===== config.mk =====
export PLATFORM = sky130hd
export DESIGN_NAME = maxpool_ctrl_flat
export DESIGN_NICKNAME = d
export VERILOG_FILES = /design/src/rtl/maxpool_pkg.sv /design/src/rtl/maxpool_ctrl_if.sv /design/src/rtl/maxpool_four_num_sorter.sv /design/src/rtl/maxpool_ctrl.sv /design/src/flat_wrapper.sv
export SDC_FILE = /design/constraint.sdc
export NUM_CORES = 1
export LEC_CHECK = 0
export BUFFER_PORTS_ARGS = -buffer_cell sky130_fd_sc_hd__buf_2
export CAP_MARGIN = 25
export CORE_UTILIZATION = 60
export DETAILED_ROUTE_END_ITERATION = 8
export MAX_ROUTING_LAYER = met4
export PLACE_DENSITY = 0.8
export SYNTH_ARGS = -nofsm -noshare
export SYNTH_HDL_FRONTEND = slang
export SYNTH_SLANG_ARGS = --single-unit

===== constraint.sdc =====
create_clock -name clk -period 6.91 [get_ports clk]
set_input_delay 0.691 -clock clk [delete_from_list [all_inputs] [get_ports clk]]
set_output_delay 0.691 -clock clk [all_outputs]
set_load 0.02 [all_outputs]

===== src/rtl/maxpool_pkg.sv =====
// ---------------------------------------------------------------------------
// maxpool_pkg
// Shared constants and the controller state encoding for the 2x2 max-pool
// engine. DATA_WIDTH / IMG_DIM here are the defaults used by the modules;
// the modules accept overrides through their own parameters.
// ---------------------------------------------------------------------------
package maxpool_pkg;

    localparam int DATA_WIDTH = 20;     // signed 4.16 fixed point
    localparam int IMG_DIM    = 64;     // source image side, power of two >= 4
    localparam int RD_AW      = $clog2(IMG_DIM * IMG_DIM);
    localparam int WR_AW      = $clog2((IMG_DIM / 2) * (IMG_DIM / 2));

    // One 2x2 window walks RD0..WR (6 cycles); DONE closes the pass.
    typedef enum logic [2:0] {
        IDLE = 3'd0,
        RD0  = 3'd1,
        RD1  = 3'd2,
        RD2  = 3'd3,
        RD3  = 3'd4,
        LAST = 3'd5,
        WR   = 3'd6,
        DONE = 3'd7
    } state_t;

endpackage


===== src/rtl/maxpool_ctrl_if.sv =====
// ---------------------------------------------------------------------------
// maxpool_ctrl_if
// Control handshake plus source-read and pooled-write buses of the max-pool
// controller.
//   start   : one-cycle pulse that begins a pass
//   busy    : pass in progress
//   done    : one-cycle pulse after the last write
//   rd_en / rd_addr / rd_data : source memory read (data one cycle later)
//   wr_en / wr_addr / wr_data : pooled memory write
// master : the controller side;  slave : the memory/host side.
// ---------------------------------------------------------------------------
interface maxpool_ctrl_if #(
    parameter int DATA_WIDTH = maxpool_pkg::DATA_WIDTH,
    parameter int IMG_DIM    = maxpool_pkg::IMG_DIM
);
    localparam int L_RD_AW = $clog2(IMG_DIM * IMG_DIM);
    localparam int L_WR_AW = $clog2((IMG_DIM / 2) * (IMG_DIM / 2));

    logic                         start;
    logic                         busy;
    logic                         done;
    logic                         rd_en;
    logic [L_RD_AW-1:0]           rd_addr;
    logic signed [DATA_WIDTH-1:0] rd_data;
    logic                         wr_en;
    logic [L_WR_AW-1:0]           wr_addr;
    logic signed [DATA_WIDTH-1:0] wr_data;

    modport master (
        input  start, rd_data,
        output busy, done, rd_en, rd_addr, wr_en, wr_addr, wr_data
    );

    modport slave (
        output start, rd_data,
        input  busy, done, rd_en, rd_addr, wr_en, wr_addr, wr_data
    );

endinterface


===== src/rtl/maxpool_four_num_sorter.sv =====
// ---------------------------------------------------------------------------
// four_num_sorter
// Combinational signed maximum of four values (two-level comparator tree).
//   i_a..i_d : signed inputs
//   o_max    : largest input; ties return an identical value
// ---------------------------------------------------------------------------
module four_num_sorter #(
    parameter int DATA_WIDTH = maxpool_pkg::DATA_WIDTH
) (
    input  logic signed [DATA_WIDTH-1:0] i_a,
    input  logic signed [DATA_WIDTH-1:0] i_b,
    input  logic signed [DATA_WIDTH-1:0] i_c,
    input  logic signed [DATA_WIDTH-1:0] i_d,
    output logic signed [DATA_WIDTH-1:0] o_max
);

    function automatic logic signed [DATA_WIDTH-1:0] smax(
        input logic signed [DATA_WIDTH-1:0] x,
        input logic signed [DATA_WIDTH-1:0] y
    );
        if (x > y) begin
            return x;
        end else begin
            return y;
        end
    endfunction

    logic signed [DATA_WIDTH-1:0] w_max_ab;
    logic signed [DATA_WIDTH-1:0] w_max_cd;

    // Comparator tree: pairwise maxima, then the final maximum.
    always_comb begin
        w_max_ab = smax(i_a, i_b);
        w_max_cd = smax(i_c, i_d);
        o_max    = smax(w_max_ab, w_max_cd);
    end

endmodule


===== src/rtl/maxpool_ctrl.sv =====
// ---------------------------------------------------------------------------
// maxpool_ctrl
// Walks an IMG_DIM x IMG_DIM signed image in 2x2 windows (row-major over the
// window grid), reads the four pixels, and writes their signed maximum to the
// pooled image.
//   clk   : single clock, rising edge
//   reset : synchronous, active-high; aborts any pass at that edge
//   bus   : maxpool_ctrl_if.master (start/busy/done, read bus, write bus)
// All outputs come straight from flops.
// ---------------------------------------------------------------------------
module maxpool_ctrl #(
    parameter int DATA_WIDTH = maxpool_pkg::DATA_WIDTH,
    parameter int IMG_DIM    = maxpool_pkg::IMG_DIM
) (
    input  logic           clk,
    input  logic           reset,
    maxpool_ctrl_if.master bus
);
    import maxpool_pkg::*;

    localparam int LB      = $clog2(IMG_DIM);
    localparam int L_RD_AW = 2 * LB;
    localparam int L_WR_AW = 2 * (LB - 1);

    localparam logic [LB-1:0] LAST_POS = LB'(IMG_DIM - 2);
    localparam logic [LB-1:0] STEP     = LB'(2);
    localparam logic [LB-1:0] ONE      = LB'(1);

    state_t                       r_state, w_next_state;
    logic [LB-1:0]                r_row, r_col, w_next_row, w_next_col;
    logic signed [DATA_WIDTH-1:0] r_win_a, r_win_b, r_win_c, r_win_d;
    logic signed [DATA_WIDTH-1:0] w_sort_d, w_max;
    logic                         w_rd_strobe;
    logic [L_RD_AW-1:0]           w_rd_addr;
    logic [L_WR_AW-1:0]           w_wr_addr;

    logic                         r_busy, r_done, r_rd_en, r_wr_en;
    logic [L_RD_AW-1:0]           r_rd_addr;
    logic [L_WR_AW-1:0]           r_wr_addr;
    logic signed [DATA_WIDTH-1:0] r_wr_data;

    // State register and window position counters.
    always_ff @(posedge clk) begin
        if (reset) begin
            r_state <= IDLE;
            r_row   <= '0;
            r_col   <= '0;
        end else begin
            r_state <= w_next_state;
            r_row   <= w_next_row;
            r_col   <= w_next_col;
        end
    end

    // Next state and next window position; the position advances leaving WR.
    always_comb begin
        w_next_state = r_state;
        w_next_row   = r_row;
        w_next_col   = r_col;
        case (r_state)
            IDLE: begin
                if (bus.start) begin
                    w_next_state = RD0;
                end else begin
                    w_next_state = IDLE;
                end
            end
            RD0:  w_next_state = RD1;
            RD1:  w_next_state = RD2;
            RD2:  w_next_state = RD3;
            RD3:  w_next_state = LAST;
            LAST: w_next_state = WR;
            WR: begin
                if ((r_row == LAST_POS) && (r_col == LAST_POS)) begin
                    w_next_state = DONE;
                    w_next_row   = '0;
                    w_next_col   = '0;
                end else if (r_col == LAST_POS) begin
                    w_next_state = RD0;
                    w_next_row   = r_row + STEP;
                    w_next_col   = '0;
                end else begin
                    w_next_state = RD0;
                    w_next_col   = r_col + STEP;
                end
            end
            DONE:    w_next_state = IDLE;
            default: w_next_state = IDLE;
        endcase
    end

    // Read strobe/address for the state being entered; row/col are even, so
    // the +1 neighbours are formed by setting bit 0.
    always_comb begin
        w_rd_strobe = 1'b0;
        w_rd_addr   = '0;
        case (w_next_state)
            RD0: begin
                w_rd_strobe = 1'b1;
                w_rd_addr   = {w_next_row, w_next_col};
            end
            RD1: begin
                w_rd_strobe = 1'b1;
                w_rd_addr   = {w_next_row, w_next_col | ONE};
            end
            RD2: begin
                w_rd_strobe = 1'b1;
                w_rd_addr   = {w_next_row | ONE, w_next_col};
            end
            RD3: begin
                w_rd_strobe = 1'b1;
                w_rd_addr   = {w_next_row | ONE, w_next_col | ONE};
            end
            default: begin
                w_rd_strobe = 1'b0;
                w_rd_addr   = '0;
            end
        endcase
    end

    // Pooled address = (row/2)*(IMG_DIM/2) + col/2.
    assign w_wr_addr = {r_row[LB-1:1], r_col[LB-1:1]};

    // Window sample capture, one cycle after each read strobe.
    always_ff @(posedge clk) begin
        if (reset) begin
            r_win_a <= '0;
            r_win_b <= '0;
            r_win_c <= '0;
            r_win_d <= '0;
        end else begin
            case (r_state)
                RD1:     r_win_a <= bus.rd_data;
                RD2:     r_win_b <= bus.rd_data;
                RD3:     r_win_c <= bus.rd_data;
                LAST:    r_win_d <= bus.rd_data;
                default: begin
                end
            endcase
        end
    end

    // The fourth sample is still on rd_data during LAST, the same edge that
    // loads the registered write outputs, so it bypasses win_d there.
    always_comb begin
        if (r_state == LAST) begin
            w_sort_d = bus.rd_data;
        end else begin
            w_sort_d = r_win_d;
        end
    end

    four_num_sorter #(
        .DATA_WIDTH (DATA_WIDTH)
    ) u_sorter (
        .i_a   (r_win_a),
        .i_b   (r_win_b),
        .i_c   (r_win_c),
        .i_d   (w_sort_d),
        .o_max (w_max)
    );

    // Registered outputs, all decoded from the state being entered.
    always_ff @(posedge clk) begin
        if (reset) begin
            r_busy    <= 1'b0;
            r_done    <= 1'b0;
            r_rd_en   <= 1'b0;
            r_rd_addr <= '0;
            r_wr_en   <= 1'b0;
            r_wr_addr <= '0;
            r_wr_data <= '0;
        end else begin
            r_busy    <= (w_next_state != IDLE);
            r_done    <= (w_next_state == DONE);
            r_rd_en   <= w_rd_strobe;
            r_rd_addr <= w_rd_addr;
            r_wr_en   <= (w_next_state == WR);
            if (w_next_state == WR) begin
                r_wr_addr <= w_wr_addr;
                r_wr_data <= w_max;
            end else begin
                r_wr_addr <= '0;   // wr_data keeps its last value
            end
        end
    end

    assign bus.busy    = r_busy;
    assign bus.done    = r_done;
    assign bus.rd_en   = r_rd_en;
    assign bus.rd_addr = r_rd_addr;
    assign bus.wr_en   = r_wr_en;
    assign bus.wr_addr = r_wr_addr;
    assign bus.wr_data = r_wr_data;

endmodule


===== src/flat_wrapper.sv =====
// flat-port wrapper written by rule: the top's interface ports become plain ports
module maxpool_ctrl_flat import maxpool_pkg::*;
#(
    parameter int DATA_WIDTH = maxpool_pkg::DATA_WIDTH,
    parameter int IMG_DIM    = maxpool_pkg::IMG_DIM
)
  (clk, reset, bus_start, bus_rd_data, bus_busy, bus_done, bus_rd_en, bus_rd_addr, bus_wr_en, bus_wr_addr, bus_wr_data);
  maxpool_ctrl_if #(.DATA_WIDTH(DATA_WIDTH), .IMG_DIM(IMG_DIM)) bus_i ();
  input  logic clk;
  input  logic reset;
  input wire logic [$bits(bus_i.start)-1:0] bus_start;
  input wire logic [$bits(bus_i.rd_data)-1:0] bus_rd_data;
  output wire logic [$bits(bus_i.busy)-1:0] bus_busy;
  output wire logic [$bits(bus_i.done)-1:0] bus_done;
  output wire logic [$bits(bus_i.rd_en)-1:0] bus_rd_en;
  output wire logic [$bits(bus_i.rd_addr)-1:0] bus_rd_addr;
  output wire logic [$bits(bus_i.wr_en)-1:0] bus_wr_en;
  output wire logic [$bits(bus_i.wr_addr)-1:0] bus_wr_addr;
  output wire logic [$bits(bus_i.wr_data)-1:0] bus_wr_data;
  assign bus_i.start = bus_start;
  assign bus_i.rd_data = bus_rd_data;
  assign bus_busy = bus_i.busy;
  assign bus_done = bus_i.done;
  assign bus_rd_en = bus_i.rd_en;
  assign bus_rd_addr = bus_i.rd_addr;
  assign bus_wr_en = bus_i.wr_en;
  assign bus_wr_addr = bus_i.wr_addr;
  assign bus_wr_data = bus_i.wr_data;
  maxpool_ctrl #(.DATA_WIDTH(DATA_WIDTH), .IMG_DIM(IMG_DIM)) u_core (.clk(clk), .reset(reset), .bus(bus_i));
endmodule

==> key figures <==
Run status
  – Run status: completed

Synthesis
  – Sequential cell area fraction in the yosys report: 37.8%
  – Mapped Nets: 980
  – Ys Warns: 0
  – FF+latch count, synth: approximately 140
  – Post-Synthesis Cell Area: around 0.0075 mm2
  – Ranking of synthesized cells by area: dfxtp_1 (38%), ha_1 (10%), nand2_1 (8.8%), a21oi_1 (6.1%), mux2i_1 (5.5%)
  – Top cell type's share of synthesized area: 37.8%
  – Distinct cells, synth: between 50 and 60
  – Mean Syn Cell Area: ~8.3 um2
  – Ys async rst share: 0%
  – Post-synth EDFFs: 0
  – Syn Inst Count: between 800 and 900
  – Main synth FF type: dfxtp_1
  – Synth area leader: dfxtp_1

STA
  – Final Skew: 0.00819 ns
  – Fmax: between 150 and 200 MHz
  – Worst rel slew slack: 35.8%
  – Final Hold Fails: 0
  – Setup_tns: 0 ns
  – RSZ-0062 raised after global routing: no
  – # setup viols final: 0
  – Slew @ Worst Pin: between 0.9 and 1 ns
  – Hold slack: ~0.47 ns
  – Slew Viols, Final: 0
  – Fin worst setup slack: roughly 0.35 ns
  – Final Cycle Share: a little over nine tenths
  – Minimum clock period: between 6 and 7 ns

Die
  – Die Width: 114 um
  – Starting Density: between 60% and 70%
  – I/O Pins: a little under 70
  – Core ar.: 0.0121 mm2
  – Die span in y: 114 um
  – Standard-cell rows: 40
  – Die area: approximately 0.013 mm2

Drt
  – Vias per inst: 5.78
  – DR iter-0 viols: 678
  – Drt pass-1 iters: 5
  – DRC: 0
  – Final wirelength: roughly 19,000 um
  – Antenna Nets Post-Route: 0
  – Wire per inst: approximately 17 um
  – Vias: between 6,000 and 7,000

Place
  – GPL Wtd Cong: between 0.8 and 0.9
  – Dpl ws: -0.0335 ns
  – HPWL after detailed placement: roughly 13,000 um
  – Port Buffers: between 60 and 70
  – Placed cell count: 1,091

Clocking
  – Root Buffer: clkbuf_16
  – CTS tree: built
  – CTS buffer count: 17
  – Clock sinks: ~140
  – H-tree Lvls: 4
  – Post-CTS setup buffers: 0
  – Reg clk slew, reported paths: approximately 0.060 ns
  – Clk buf depth: 2
  – Skew-Pair Late Insertion Delay: about 0.44 ns

Setup path
  – Crit Path Max Fanout: 25
  – CP arrival: between 6 and 7 ns
  – Worst Setup End Kind: flip-flop
  – Setup CP Type: reg2reg
  – Cells on worst reg2reg path: 23
  – Crit start category: flip-flop
  – WP data required: ~7.2 ns

GRT
  – Initial antenna violation count: 0
  – Grt total ovfl: 0
  – First-pass GRT wire length: roughly 31,000 um
  – Largest net degree at the start of global routing: 63
  – Vias in the first global route: approximately 6,000
  – GRT Total Usage: between 30% and 40%

Power
  – Leakage dissipation: ~3.6 nW
  – Total power: 2.63 mW
  – P per Cell Area: about 310 mW/mm2
  – Worst VDD drop: approximately 290 uV

Min path
  – Hold depth: 2
  – Hold Crit Class: reg2reg

Final layout
  – Share of cells above drive strength 1: approximately 17%
  – P&R area growth vs syn: 13.8%
  – Non-filler cells, final: 1,125
  – Diodes inserted: 0
  – Fin nets: between 1,000 and 1,500

Flow run
  – Max_cap viols: 0
==> per-layer routing <==
| metal | GRT usage [%] | part of all wire, % |
|---|---|---|
| met1 | 41.3 | 45 |
| met2 | 48.7 | 46 |
| met3 | 6.38 | 6.6 |
| met4 | 11.1 | 2.5 |
| met5 | - | 0 |
==> where the power goes <==
part	internal, mW	leakage, nW	total [mW]	switching [mW]
Clock	0.511	0.279	0.885	0.374
Combinational	0.346	2.15	0.902	0.557
Sequential	0.829	1.14	0.844	0.0150
Total	1.69	3.57	2.63	0.946
==> repair_timing <==
item / in CTS / in global routing
gates resized for setup: 1 / 4
setup endpoints to repair: 14 / 20
hold buffers: 0 / 0
==> cells in the mapped netlist (3+ instances only) <==
| cell | instances |
|---|---|
| dfxtp_1 | 141 |
| mux2_2 | 26 |
| buf_1 | 7 |
| o21ai_0 | 10 |
| nand4_1 | 12 |
| and3_1 | 4 |
| a211oi_1 | 3 |
| a22o_1 | 14 |
| o211ai_1 | 3 |
| a31oi_1 | 41 |
| a21oi_1 | 91 |
| and4_1 | 4 |
| a211oi_2 | 5 |
| nor3_1 | 14 |
| buf_6 | 4 |
| a311oi_1 | 3 |
| and2_1 | 11 |
| nor2b_1 | 9 |
| xnor2_1 | 3 |
| nor4_1 | 5 |
| nand2b_1 | 3 |
| inv_1 | 44 |
| mux2i_1 | 41 |
| nor2_1 | 54 |
| a21o_1 | 10 |
| ha_1 | 60 |
| o21a_1 | 14 |
| nand2_1 | 176 |
| clkbuf_1 | 42 |
| nand3_1 | 11 |
| xor2_1 | 4 |
==> area by class of cell <==
class / instances / area (um2)
Multi-Input combinational cell: 655 / 4250
Fill cell: 983 / 3560
Sequential cell: 141 / 2820
Timing Repair Buffer: 85 / 478
Clock buffer: 19 / 443
Tap cell: 168 / 210
Inverter: 44 / 165
Clock inverter: 13 / 130
==> placed cells by master, fill, tap and decap left out, types with 2 or more instances in the layout <==
| cell type | count |
|---|---|
| clkbuf_16 | 17 |
| xor2_1 | 4 |
| and2_1 | 11 |
| nor4_1 | 4 |
| and4_1 | 4 |
| dfxtp_1 | 140 |
| a31oi_1 | 41 |
| ha_1 | 60 |
| or3_1 | 2 |
| a211oi_1 | 3 |
| a211oi_2 | 5 |
| mux2i_1 | 41 |
| a311oi_1 | 3 |
| o21ai_0 | 10 |
| nor2b_1 | 9 |
| xnor2_1 | 3 |
| inv_6 | 5 |
| o31a_1 | 2 |
| o211ai_1 | 3 |
| mux2_2 | 26 |
| buf_2 | 67 |
| nand4_1 | 12 |
| and3_1 | 4 |
| nand2_1 | 176 |
| o21a_1 | 14 |
| nand2b_1 | 3 |
| a21o_1 | 9 |
| a22o_1 | 14 |
| nor3_1 | 13 |
| inv_1 | 44 |
| clkinv_4 | 5 |
| nor2_1 | 53 |
| buf_4 | 17 |
| nand3_1 | 10 |
| a21oi_1 | 91 |
==> critical path, stage by stage (launching register included) <==
cell and delay (ns):
dfxtp_1 0.59, and3b_2 0.51, nand2_1 0.09, nand2_1 0.12
inv_1 0.07, ha_1 0.31, nand2_1 0.12, nor4_2 0.48
nand2_1 0.13, a2111o_1 0.33, nand4_1 0.11, nor3b_4 0.31
buf_4 0.34, mux2i_1 0.28, ha_1 0.30, and4_1 0.23
nand2_1 0.08, nor4_1 0.05, a2111oi_0 0.57, nand4b_1 0.34
buf_4 0.32, and3_1 0.29, a21oi_1 0.31, a211oi_2 0.11
==> worst paths after layout <==
check	start	end	slack (ns)
setup / recovery	u_core.r_state[0]$_SDFF_PP0_	u_core.bus.wr_data[13]$_SDFFE_PP0P_	0.35
hold / removal	u_core.r_win_b[7]$_SDFFE_PP0N_	u_core.r_win_b[7]$_SDFFE_PP0N_	0.47
setup reg to reg	u_core.r_state[0]$_SDFF_PP0_	u_core.bus.wr_data[13]$_SDFFE_PP0P_	0.35
hold reg to reg	u_core.r_win_b[7]$_SDFFE_PP0N_	u_core.r_win_b[7]$_SDFFE_PP0N_	0.47
==> cells by family after synthesis <==
group	synth area share (%)
AOI/OAI and AO/OA	17.4
and+or+nand+nor	18.6
buffers and inverters	5.71
muxes	9.60
DFF	37.8
xor gates and xnor gates	0.821
adders and majority gates	10.1
==> stage by stage <==
stage	area, um2	util (%)
after floorplan	7470	-
after CTS	8470	70.2
after global placement	7880	65.3
after detailed placement	7900	65.5
final	8500	70.5
after global routing	8500	70.5
==> state kept, by name, summed over array words and instances (netlist names) <==
register / flops
u_core.bus.wr_data: 20
u_core.bus.wr_addr: 10
u_core.r_win_a: 20
u_core.bus.busy: 1
u_core.r_row: 6
u_core.bus.wr_en: 1
u_core.r_win_b: 20
u_core.r_win_c: 20
u_core.r_win_d: 20
u_core.bus.rd_en: 1
u_core.r_col: 6
u_core.r_state: 3
u_core.bus.rd_addr: 12
u_core.bus.done: 1
Note: power is estimated with default switching activity, not from simulation.
